## src/rtl/and_stage_sequencer.sv

```systemverilog
// and_stage_sequencer: buffered valid/ready stage wrapped around an external
// n-bit bitwise AND array. Operand pairs are queued in a DEPTH-entry FIFO.
// The FIFO head drives the array inputs. The array's combinational result is
// registered into a single result slot that has its own valid/ready handshake.
// A wrapping counter reports how many results were accepted downstream.
//
// Optional feature: define AND_STAGE_PARITY_EN to add the res_parity output.
// It carries the XOR reduction of the captured result.
module and_stage_sequencer #(
    parameter int N     = 8,
    parameter int DEPTH = 4,
    parameter int CNT_W = 16
) (
    input  logic             clk,
    input  logic             rst_n,
    input  logic             in_valid,
    output logic             in_ready,
    input  logic [N-1:0]     in_a,
    input  logic [N-1:0]     in_b,
    output logic [N-1:0]     and_a,
    output logic [N-1:0]     and_b,
    input  logic [N-1:0]     and_out,
    output logic             res_valid,
    input  logic             res_ready,
    output logic [N-1:0]     res_data,
    output logic             res_zero,
`ifdef AND_STAGE_PARITY_EN
    output logic             res_parity,
`endif
    output logic [CNT_W-1:0] op_count
);

    localparam int AW = $clog2(DEPTH);
    localparam logic [AW:0] OCC_FULL = (AW + 1)'(DEPTH);

    // Operand storage. It has no reset: the head is masked to zero while
    // the FIFO is empty, so stale contents are never visible.
    logic [N-1:0]     r_mem_a [DEPTH];
    logic [N-1:0]     r_mem_b [DEPTH];

    logic [AW-1:0]    r_wptr;
    logic [AW-1:0]    r_rptr;
    logic [AW:0]      r_count;

    logic             r_res_valid;
    logic [N-1:0]     r_res_data;
    logic             r_res_zero;
    logic [CNT_W-1:0] r_op_count;
`ifdef AND_STAGE_PARITY_EN
    logic             r_res_parity;
`endif

    logic             w_empty;
    logic             w_full;
    logic             w_push;
    logic             w_cap;
    logic             w_res_hs;

    assign w_empty  = (r_count == '0);
    assign w_full   = (r_count == OCC_FULL);

    // Registered occupancy is the only input, so there is no path from
    // res_ready. The term with rst_n holds the output low during reset.
    assign in_ready = rst_n & ~w_full;

    assign w_push   = in_valid & in_ready;
    assign w_cap    = ~w_empty & (~r_res_valid | res_ready);
    assign w_res_hs = r_res_valid & res_ready;

    // The head comes straight from storage. A pair that was just pushed
    // spends one full cycle here before it is captured.
    assign and_a = w_empty ? '0 : r_mem_a[r_rptr];
    assign and_b = w_empty ? '0 : r_mem_b[r_rptr];

    assign res_valid = r_res_valid;
    assign res_data  = r_res_data;
    assign res_zero  = r_res_zero;
    assign op_count  = r_op_count;
`ifdef AND_STAGE_PARITY_EN
    assign res_parity = r_res_parity;
`endif

    // Each storage entry is written when a push targets its slot.
    generate
        for (genvar gi = 0; gi < DEPTH; gi++) begin : g_entry
            // Write entry gi on a push addressed to it.
            always_ff @(posedge clk) begin
                if (w_push && (r_wptr == AW'(gi))) begin
                    r_mem_a[gi] <= in_a;
                    r_mem_b[gi] <= in_b;
                end
            end
        end
    endgenerate

    // FIFO pointers and occupancy. DEPTH is a power of two, so both
    // pointers wrap naturally.
    always_ff @(posedge clk or negedge rst_n) begin
        if (!rst_n) begin
            r_wptr  <= '0;
            r_rptr  <= '0;
            r_count <= '0;
        end else begin
            if (w_push) begin
                r_wptr <= r_wptr + 1'b1;
            end
            if (w_cap) begin
                r_rptr <= r_rptr + 1'b1;
            end
            case ({w_push, w_cap})
                2'b10:   r_count <= r_count + 1'b1;
                2'b01:   r_count <= r_count - 1'b1;
                default: r_count <= r_count;
            endcase
        end
    end

    // Result slot: capture the array output when the slot is free or being
    // drained. Otherwise clear valid on a drain, and keep the data.
    always_ff @(posedge clk or negedge rst_n) begin
        if (!rst_n) begin
            r_res_valid  <= 1'b0;
            r_res_data   <= '0;
            r_res_zero   <= 1'b0;
`ifdef AND_STAGE_PARITY_EN
            r_res_parity <= 1'b0;
`endif
        end else if (w_cap) begin
            r_res_valid  <= 1'b1;
            r_res_data   <= and_out;
            r_res_zero   <= (and_out == '0);
`ifdef AND_STAGE_PARITY_EN
            r_res_parity <= ^and_out;
`endif
        end else if (w_res_hs) begin
            r_res_valid  <= 1'b0;
        end
    end

    // Count the results accepted downstream. The counter wraps at 2^CNT_W.
    always_ff @(posedge clk or negedge rst_n) begin
        if (!rst_n) begin
            r_op_count <= '0;
        end else if (w_res_hs) begin
            r_op_count <= r_op_count + 1'b1;
        end
    end

endmodule

```

## config.mk

```make
export PLATFORM = sky130hd
export DESIGN_NAME = and_stage_sequencer
export DESIGN_NICKNAME = d
export VERILOG_FILES = /design/src/rtl/and_stage_sequencer.sv
export SDC_FILE = /design/constraint.sdc
export NUM_CORES = 1
export LEC_CHECK = 0
export ABC_AREA = 1
export CELL_PAD_IN_SITES_DETAIL_PLACEMENT = 1
export CELL_PAD_IN_SITES_GLOBAL_PLACEMENT = 1
export CORE_MARGIN = 10
export CORE_UTILIZATION = 40
export CTS_CLUSTER_DIAMETER = 40
export CTS_CLUSTER_SIZE = 16
export DETAILED_ROUTE_END_ITERATION = 8
export PLACE_DENSITY = 0.81
export SLEW_MARGIN = 30
export SYNTH_ARGS = -nofsm -noshare
export SYNTH_HDL_FRONTEND = slang
export SYNTH_SLANG_ARGS = --single-unit
```

## constraint.sdc

```tcl
create_clock -name clk -period 5.4 [get_ports clk]
set_clock_uncertainty 0.2 [all_clocks]
set_input_delay 0.54 -clock clk [delete_from_list [all_inputs] [get_ports clk]]
set_output_delay 0.54 -clock clk [all_outputs]
set_load 0.1 [all_outputs]
```

# == Word level (Yosys, flattened, before mapping) ==
# Memory sizes are Yosys's and may differ from the RTL's.
# Cells that the tools add are included.
# Widths: inputs -> output; s select.
# word_totals
wordCells,74
ramBits,64
input_bits,28
mem_count,2
regBits,33
# memory_table
memory,depth,width,rd,rd_clocked_by_memory_dff,wr,line_no,source
r_mem_a,4,8,1,0,1,38,logic [N-1:0] r_mem_a [DEPTH];
r_mem_b,4,8,1,0,1,39,logic [N-1:0] r_mem_b [DEPTH];
# op_classes
n_reduce_logical,15
mux,31
n_eq_ne,6
bitwise,8
n_addsub,5
# ops
operator,n
$mux 8,8
$reduce_or 8->1,6
$add 16x1->16 const B,1
$mux 1,16
$mux 2,6
$logic_not 8->1,1
$eq 2x2->1 const B,3
$pmux 3 s2,1
$add 2x1->2 const B,2
$and 1x1->1,4
$eq 2x1->1 const B,2
$logic_and 1x1->1,4
$reduce_bool 2->1,2
$add 3x1->3 const B,1
$eq 3x3->1 const B,1
$logic_not 3->1,1
$not 1->1,3
$sub 3x1->3 const B,1
$logic_not 2->1,1
$or 1x1->1,1

# == Longest topological paths before layout ==
# Gate-level depths: netlist of run 1.
# depth
ltp_word,11
depth_mapped,10
ltp_nobuf,10

# == Worst setup path before layout of run 1 ==
# No wires, ideal clock.
# synth_timing
kind,register to output
startpoint,reg r_rptr[1]
endpoint,out and_a[5]
arrival_ns,2.314
stages_incl_launch_ff,6
required_time_ns,4.660
setup_slack_ns,2.346
path_cell_list,dfrtp_1 -> buf_4 -> buf_2 -> nor2_1 -> o21ai_0 -> a21oi_1
# synth_via
elab_chain_len,2
# synth_rtl
element,line_no,source
"start, declared",42,logic [AW-1:0] r_rptr;
"start signal, assigned",108,r_rptr <= r_rptr + 1'b1;
$mem_v2 4x8,--,
$mux 8,72,assign and_a = w_empty ? '0 : r_mem_a[r_rptr];
"end, declared",20,"output logic [N-1:0] and_a,"
# No other way between the ends.

# == Worst setup path after layout of run 1 ==
# layout_timing
startpoint,reg r_rptr[1]
endpoint,out and_a[4]
# Same word-level chain as after synthesis.

==> flow_metrics.env, run 1 <==
export IMPL_place_area_mm2=0.004957
export IMPL_critical_path_arrival_ns=3.19
export IMPL_detail_route_antenna_nets=0
export IMPL_ff2ff_path_depth=9
export IMPL_io_buffers=70
export IMPL_final_common_cell="sky130_fd_sc_hd__nor2_1"
export IMPL_die_width_um=121.5
export IMPL_first_iter_violations=119
export IMPL_gpl_final_weighted_congestion=0.7855
export IMPL_antenna_found_initial=0
export IMPL_syn_mean_instance_area_um2=10.85
export IMPL_timing_final_crit_period_ns=3.930
export IMPL_max_cap_violations=0
export IMPL_boundaryPins=71
export IMPL_worst_endpoint_required_ns=4.66
export IMPL_rsz0062_at_grt="no"
export IMPL_synth_top_area_share=0.4660
export IMPL_worst_slew_pin_slew_ns=1.002
export IMPL_hold_start="r_count[0]$_DFFE_PN0P_"
export IMPL_full_die_area_mm2=0.01477
export IMPL_post_route_period_util=0.7277
export IMPL_number_of_storage_elements_in_the_synthesis_netlist=97
export IMPL_placedCellCount=579
export IMPL_final_max_slew_violation_count=0
export IMPL_cts_hold_fix_buffers=0
export IMPL_synth_cell_area_mm2=0.004124
export IMPL_cp_max_fo=18
export IMPL_totalNegativeSetupSlack_ns=0
export IMPL_cp_start_kind="register"
export IMPL_cts_buffers=9
export IMPL_reg2reg_from="res_valid$_DFFE_PN0P_"
export IMPL_ys_top_cells_by_area="sky130_fd_sc_hd__edfxtp_1 (47%), sky130_fd_sc_hd__dfrtp_1 (20%), sky130_fd_sc_hd__nor2_1 (7.5%)"
export IMPL_layout_common_cells="sky130_fd_sc_hd__nor2_1 (82), sky130_fd_sc_hd__clkdlybuf4s50_1 (69), sky130_fd_sc_hd__edfxtp_1 (64), sky130_fd_sc_hd__nand2_1 (44), sky130_fd_sc_hd__o21ai_0 (37)"
export IMPL_timing_hold_worst_path_depth=1
export IMPL_yosys_warnings=0
export IMPL_final_wl_um=10090
export IMPL_detail_route_first_pass_iterations=5
export IMPL_fillCellCount=1125
export IMPL_seq_area_frac_synth=0.6663
export IMPL_hpwl_um=7107
export IMPL_met2RoutedLength_um=5225
export IMPL_standard_cell_row_count=37
export IMPL_finalSetupViolCount=0
export IMPL_cts_reportedPaths_clkPinSlew_ns=0.09
export IMPL_drc_errors=0
export IMPL_r2r_setup_slack_ns=3.15
export IMPL_cts_post_setup_buffers_inserted=0
export IMPL_grt_pass1_vias=3222
export IMPL_yosys_area_top_type="sky130_fd_sc_hd__edfxtp_1"
export IMPL_hold_end="r_count[0]$_DFFE_PN0P_"
export IMPL_routedWlPerCell_um=16.98
export IMPL_cts_max_path_buffers=2
export IMPL_via_count=2909
export IMPL_ctsRootBufferMaster="sky130_fd_sc_hd__clkbuf_8"
export IMPL_worstSetupPathType="reg -> out"
export IMPL_synthDistinctLibCells=26
export IMPL_gr_total_overflow=0
export IMPL_layout_area_seq_mm2=0.002749
export IMPL_timing_rr_end="r_count[2]$_DFFE_PN0P_"
export IMPL_route_detailed_vias_per_inst=4.897
export IMPL_fin_nets=489
export IMPL_core_area_mm2=0.01018
export IMPL_final_area_mm2=0.005131
export IMPL_critical_path_endpoint_type="primary output"
export IMPL_clock_tree_from_tritoncts="built"
export IMPL_final_layout_size_suffix_gt1_frac=0.07424
export IMPL_holdCritPathClass="reg -> reg"
export IMPL_groute_usage_overall=0.1411
export IMPL_timing_hold_violations_final=0
export IMPL_multi_input_area_mm2=0.001169
export IMPL_grt_max_degree=36
export IMPL_worst_skew_pair_late_latency_ns=0.35
export IMPL_numClockSinks=97
export IMPL_run_status="completed"
export IMPL_antenna_diode_count=0
export IMPL_floorplan_initialDensity=0.4049
export IMPL_slew_headroom=0.3298
export IMPL_netlist_instances=380
export IMPL_wirelength_met1_um=4174
export IMPL_fmax_mhz=254.5
export IMPL_htreeDepth=3
export IMPL_cts_repair_resize_count=0
export IMPL_finalNonFillerCells=594
export IMPL_met3_length_um=564
export IMPL_die_h_um=121.5
export IMPL_area_growth_syn_to_layout_pct=24.42
export IMPL_route_top_layer_used="met4"
export IMPL_synthesis_nets=415
export IMPL_grt_pass1_wl_um=16370
-- metal layers --
| layer | GRT usage | vias to the layer above |
|---|---|---|
| met1 | 0.1556 | 1425 |
| met5 | 0 | - |
| met4 | 0.05887 | 0 |
| met2 | 0.2507 | 67 |
| li1 | - | 1408 |
| met3 | 0.03885 | 9 |
-- worst max-delay path: stages, from the launching register on --
cell and delay [ns]:
sky130_fd_sc_hd__dfrtp_1 0.84, sky130_fd_sc_hd__inv_2 0.34, sky130_fd_sc_hd__nor2_1 0.24, sky130_fd_sc_hd__o21ai_0 0.11
sky130_fd_sc_hd__a21oi_1 0.15, sky130_fd_sc_hd__clkdlybuf4s50_1 1.15
-- metrics by stage --
stage	util	hold WS, ns	worst slack [ns]
after floorplan	-	0.04441	2.346
after global placement	0.4867	0.2634	1.781
after detailed placement	0.4867	0.2841	1.551
after global routing	0.5038	0.3191	1.273
final	0.5038	0.2973	1.470
after CTS	0.5037	0.3065	1.140
-- flip-flops by register name, summed over array words and instances (netlist names) --
name and cells:
op_count 16, r_count 3, r_mem_a 32, r_mem_b 32
r_rptr 2, r_wptr 2, res_data 8, res_valid 1
res_zero 1
-- synth_stat cells --
cell and n:
sky130_fd_sc_hd__a21oi_1 19, sky130_fd_sc_hd__ha_1 6, sky130_fd_sc_hd__buf_2 4, sky130_fd_sc_hd__dfrtp_1 33, sky130_fd_sc_hd__and2_1 1, sky130_fd_sc_hd__nand3_1 6, sky130_fd_sc_hd__inv_1 32, sky130_fd_sc_hd__nor2_4 1
sky130_fd_sc_hd__o21ai_1 6, sky130_fd_sc_hd__clkbuf_2 3, sky130_fd_sc_hd__nand4_1 7, sky130_fd_sc_hd__nand2_2 2, sky130_fd_sc_hd__edfxtp_1 64, sky130_fd_sc_hd__buf_4 5, sky130_fd_sc_hd__xor2_1 9, sky130_fd_sc_hd__nand2_1 44
sky130_fd_sc_hd__inv_2 4, sky130_fd_sc_hd__nor2_2 4, sky130_fd_sc_hd__nand3_2 2, sky130_fd_sc_hd__nor2_1 82, sky130_fd_sc_hd__xnor2_1 3, sky130_fd_sc_hd__nor3_1 2, sky130_fd_sc_hd__fa_1 1, sky130_fd_sc_hd__nand3b_1 2
sky130_fd_sc_hd__o21ai_0 37, sky130_fd_sc_hd__nand2_4 1
-- cell families (layout without fill, tap and decap cells) --
kind of cell,count (synthesis),count (layout),synth area share
buffers and inverters,48,126,0.05036
XOR/XNOR,12,12,0.02549
AND/OR/NAND/NOR,154,154,0.1596
flip-flops,97,97,0.6663
adder cells (fa/ha/maj),7,7,0.02306
AO/OA/AOI/OAI,62,62,0.07524
-- worst max path at each step --
stage                          start        to  slack [ns]  cells after the start
2_1_floorplan  r_rptr[1]$_DFFE_PN0P_  and_a[5]        2.35                      5
3_3_place_gp   r_rptr[0]$_DFFE_PN0P_  and_b[2]        1.78                      4
3_5_place_dp   r_rptr[0]$_DFFE_PN0P_  and_b[4]        1.55                      4
6_report       r_rptr[1]$_DFFE_PN0P_  and_a[4]        1.47                      5
4_1_cts        r_rptr[0]$_DFFE_PN0P_  and_b[4]        1.14                      4
5_1_grt        r_rptr[1]$_DFFE_PN0P_  and_b[4]        1.27                      5
-- final cells by class --
cell class	count	area share
sequential	97	0.5357
clock buffer	13	0.03097
clock inverter	2	0.002682
multi-input combinational	235	0.2277
tap	136	0.03316
timing repair buffer	75	0.1434
inverter	36	0.02634
Power of run 1 is not shown: default switching activity piles up to over one toggle a cycle in this logic, so the estimate is an artifact.
==> run 2, diff against run 1 <==
==> constraint.sdc (replaced) <==
create_clock -name clk -period 3.9 [get_ports clk]
set_clock_uncertainty 0.2 [all_clocks]
set_input_delay 0.39 -clock clk [delete_from_list [all_inputs] [get_ports clk]]
set_output_delay 0.39 -clock clk [all_outputs]
set_load 0.1 [all_outputs]
==> flow_metrics.env, run 2 (same netlist as run 1, synthesis figures left out) <==
export IMPL_worst_path_slowest_cell="sky130_fd_sc_hd__dfrtp_1"
export IMPL_layout_common_cells="sky130_fd_sc_hd__nor2_1 (82), sky130_fd_sc_hd__edfxtp_1 (64), sky130_fd_sc_hd__clkdlybuf4s50_1 (53), sky130_fd_sc_hd__nand2_1 (44), sky130_fd_sc_hd__o21ai_0 (37)"
export IMPL_first_iter_violations=73
export IMPL_gr_total_overflow=0
export IMPL_standard_cell_row_count=37
export IMPL_cts_hold_fix_buffers=0
export IMPL_met3_track_demand_over_resource=0.03608
export IMPL_path_depth=5
export IMPL_global_route_usage_met2=0.2632
export IMPL_reg2reg_from="r_count[1]$_DFFE_PN0P_"
export IMPL_met1_usage=0.1564
export IMPL_cp_start_kind="register"
export IMPL_timing_critical_path_cells="inv_2, nor2_1, o21ai_0, a21oi_1, buf_4"
export IMPL_rsz0062_at_grt="no"
export IMPL_boundaryPins=71
export IMPL_die_h_um=121.5
export IMPL_cp_max_fo=18
export IMPL_holdCritPathClass="reg -> reg"
export IMPL_timing_hold_violations_final=0
export IMPL_grt_pass1_wl_um=16860
export IMPL_max_cap_violations=0
export IMPL_hold_end="res_zero$_DFFE_PN0P_"
export IMPL_timing_final_crit_period_ns=2.994
export IMPL_critical_path_endpoint_type="primary output"
export IMPL_fin_nets=490
export IMPL_run_status="completed"
export IMPL_drc_errors=0
export IMPL_groute_usage_overall=0.1427
export IMPL_detail_route_first_pass_iterations=4
export IMPL_final_common_cell="sky130_fd_sc_hd__nor2_1"
export IMPL_clock_tree_from_tritoncts="built"
export IMPL_final_layout_size_suffix_gt1_frac=0.1130
export IMPL_critical_path_arrival_ns=2.40
export IMPL_antenna_diode_count=0
export IMPL_final_wl_um=10370
export IMPL_hpwl_um=7194
export IMPL_route_detailed_vias_per_inst=4.951
export IMPL_r2r_setup_slack_ns=1.66
export IMPL_worst_skew_pair_late_latency_ns=0.35
export IMPL_cts_reportedPaths_clkPinSlew_ns=0.11
export IMPL_cts_post_setup_buffers_inserted=0
export IMPL_area_growth_syn_to_layout_pct=24.61
export IMPL_grt_max_degree=35
export IMPL_critical_path_buf_inv_count=2
export IMPL_finalSetupViolCount=0
export IMPL_detail_route_antenna_nets=0
export IMPL_ctsRootBufferMaster="sky130_fd_sc_hd__clkbuf_8"
export IMPL_gpl_final_weighted_congestion=0.7653
export IMPL_htreeDepth=3
export IMPL_cts_max_path_buffers=2
export IMPL_slew_headroom=0.3358
export IMPL_hold_start="res_zero$_DFFE_PN0P_"
export IMPL_routedWlPerCell_um=17.41
export IMPL_path_delay_family="flip-flops"
export IMPL_io_buffers=70
export IMPL_timing_hold_worst_path_depth=2
export IMPL_post_route_period_util=0.7678
export IMPL_grt_pass1_vias=3440
export IMPL_layer_with_the_highest_usage="met2"
export IMPL_worst_endpoint_required_ns=3.31
export IMPL_critical_path_startpoint="r_rptr[1]$_DFFE_PN0P_"
export IMPL_die_width_um=121.5
export IMPL_timing_rr_end="r_count[2]$_DFFE_PN0P_"
export IMPL_totalNegativeSetupSlack_ns=0
export IMPL_final_max_slew_violation_count=0
export IMPL_fmax_mhz=334.0
export IMPL_utilization=0.5045
export IMPL_full_die_area_mm2=0.01477
export IMPL_worstSetupPathType="reg -> out"
export IMPL_cts_buffers=9
export IMPL_worst_slew_pin_slew_ns=0.9932
export IMPL_numClockSinks=97
export IMPL_antenna_found_initial=0
export IMPL_via_count=2951
export IMPL_max_stage_delay_ns=0.88
export IMPL_ff2ff_path_depth=9
export IMPL_floorplan_initialDensity=0.4049
export IMPL_core_area_mm2=0.01018
export IMPL_cts_repair_resize_count=0
==> run 2: cell count changes in the layout (fill, tap and decap cells not counted), moves of 2 or more <==
cell                              delta
sky130_fd_sc_hd__buf_4              +16
sky130_fd_sc_hd__inv_6               +2
sky130_fd_sc_hd__clkbuf_8            -2
sky130_fd_sc_hd__clkdlybuf4s50_1    -16
sky130_fd_sc_hd__clkinvlp_4          +2
==> run 2: layout make-up <==
class                           instances  area [um2]
Timing Repair Buffer                   76       715.7
Clock buffer                           10       127.6
Inverter                               36       135.1
Sequential cell                        97        2748
Fill cell                            1115        5046
Tap cell                              136       170.2
Clock inverter                          6       73.82
Multi-Input combinational cell        235        1169
==> run 2: stage by stage <==
step / std cells / area, um2 / hold WS, ns / setup WS (ns)
detailed placement: 580 / 4937 / 0.2811 / 1.135
finish: 596 / 5139 / 0.3000 / 0.9057
global route: 596 / 5139 / 0.3322 / 0.7537
global placement: 580 / 4937 / 0.2642 / 1.249
floorplan: 380 / 4124 / -0.1056 / 0.9959
CTS: 596 / 5139 / 0.3060 / 0.8724
==> run 2: worst min-delay path: cells and delay by family (launching register included) <==
| kind | cells | cell delay, ns |
|---|---|---|
| simple gates | 2 | 0.11 |
| flops | 1 | 0.36 |
==> run 2: how the worst max path moves through the flow <==
stage | endpoint | slack [ns]
detailed placement | r_count[2]$_DFFE_PN0P_ | 1.14
finish | and_b[2] | 0.91
global placement | r_count[2]$_DFFE_PN0P_ | 1.25
CTS | and_b[2] | 0.87
floorplan | and_a[5] | 1.0
global route | and_b[2] | 0.75
==> run 2: routing by layer <==
layer  routed length, um  part of all wire
met5                   0                 0
met4                 100            0.0096
met3                 473             0.046
met2                5527              0.53
met1                4273              0.41
Power of run 2 is left out for the same reason.
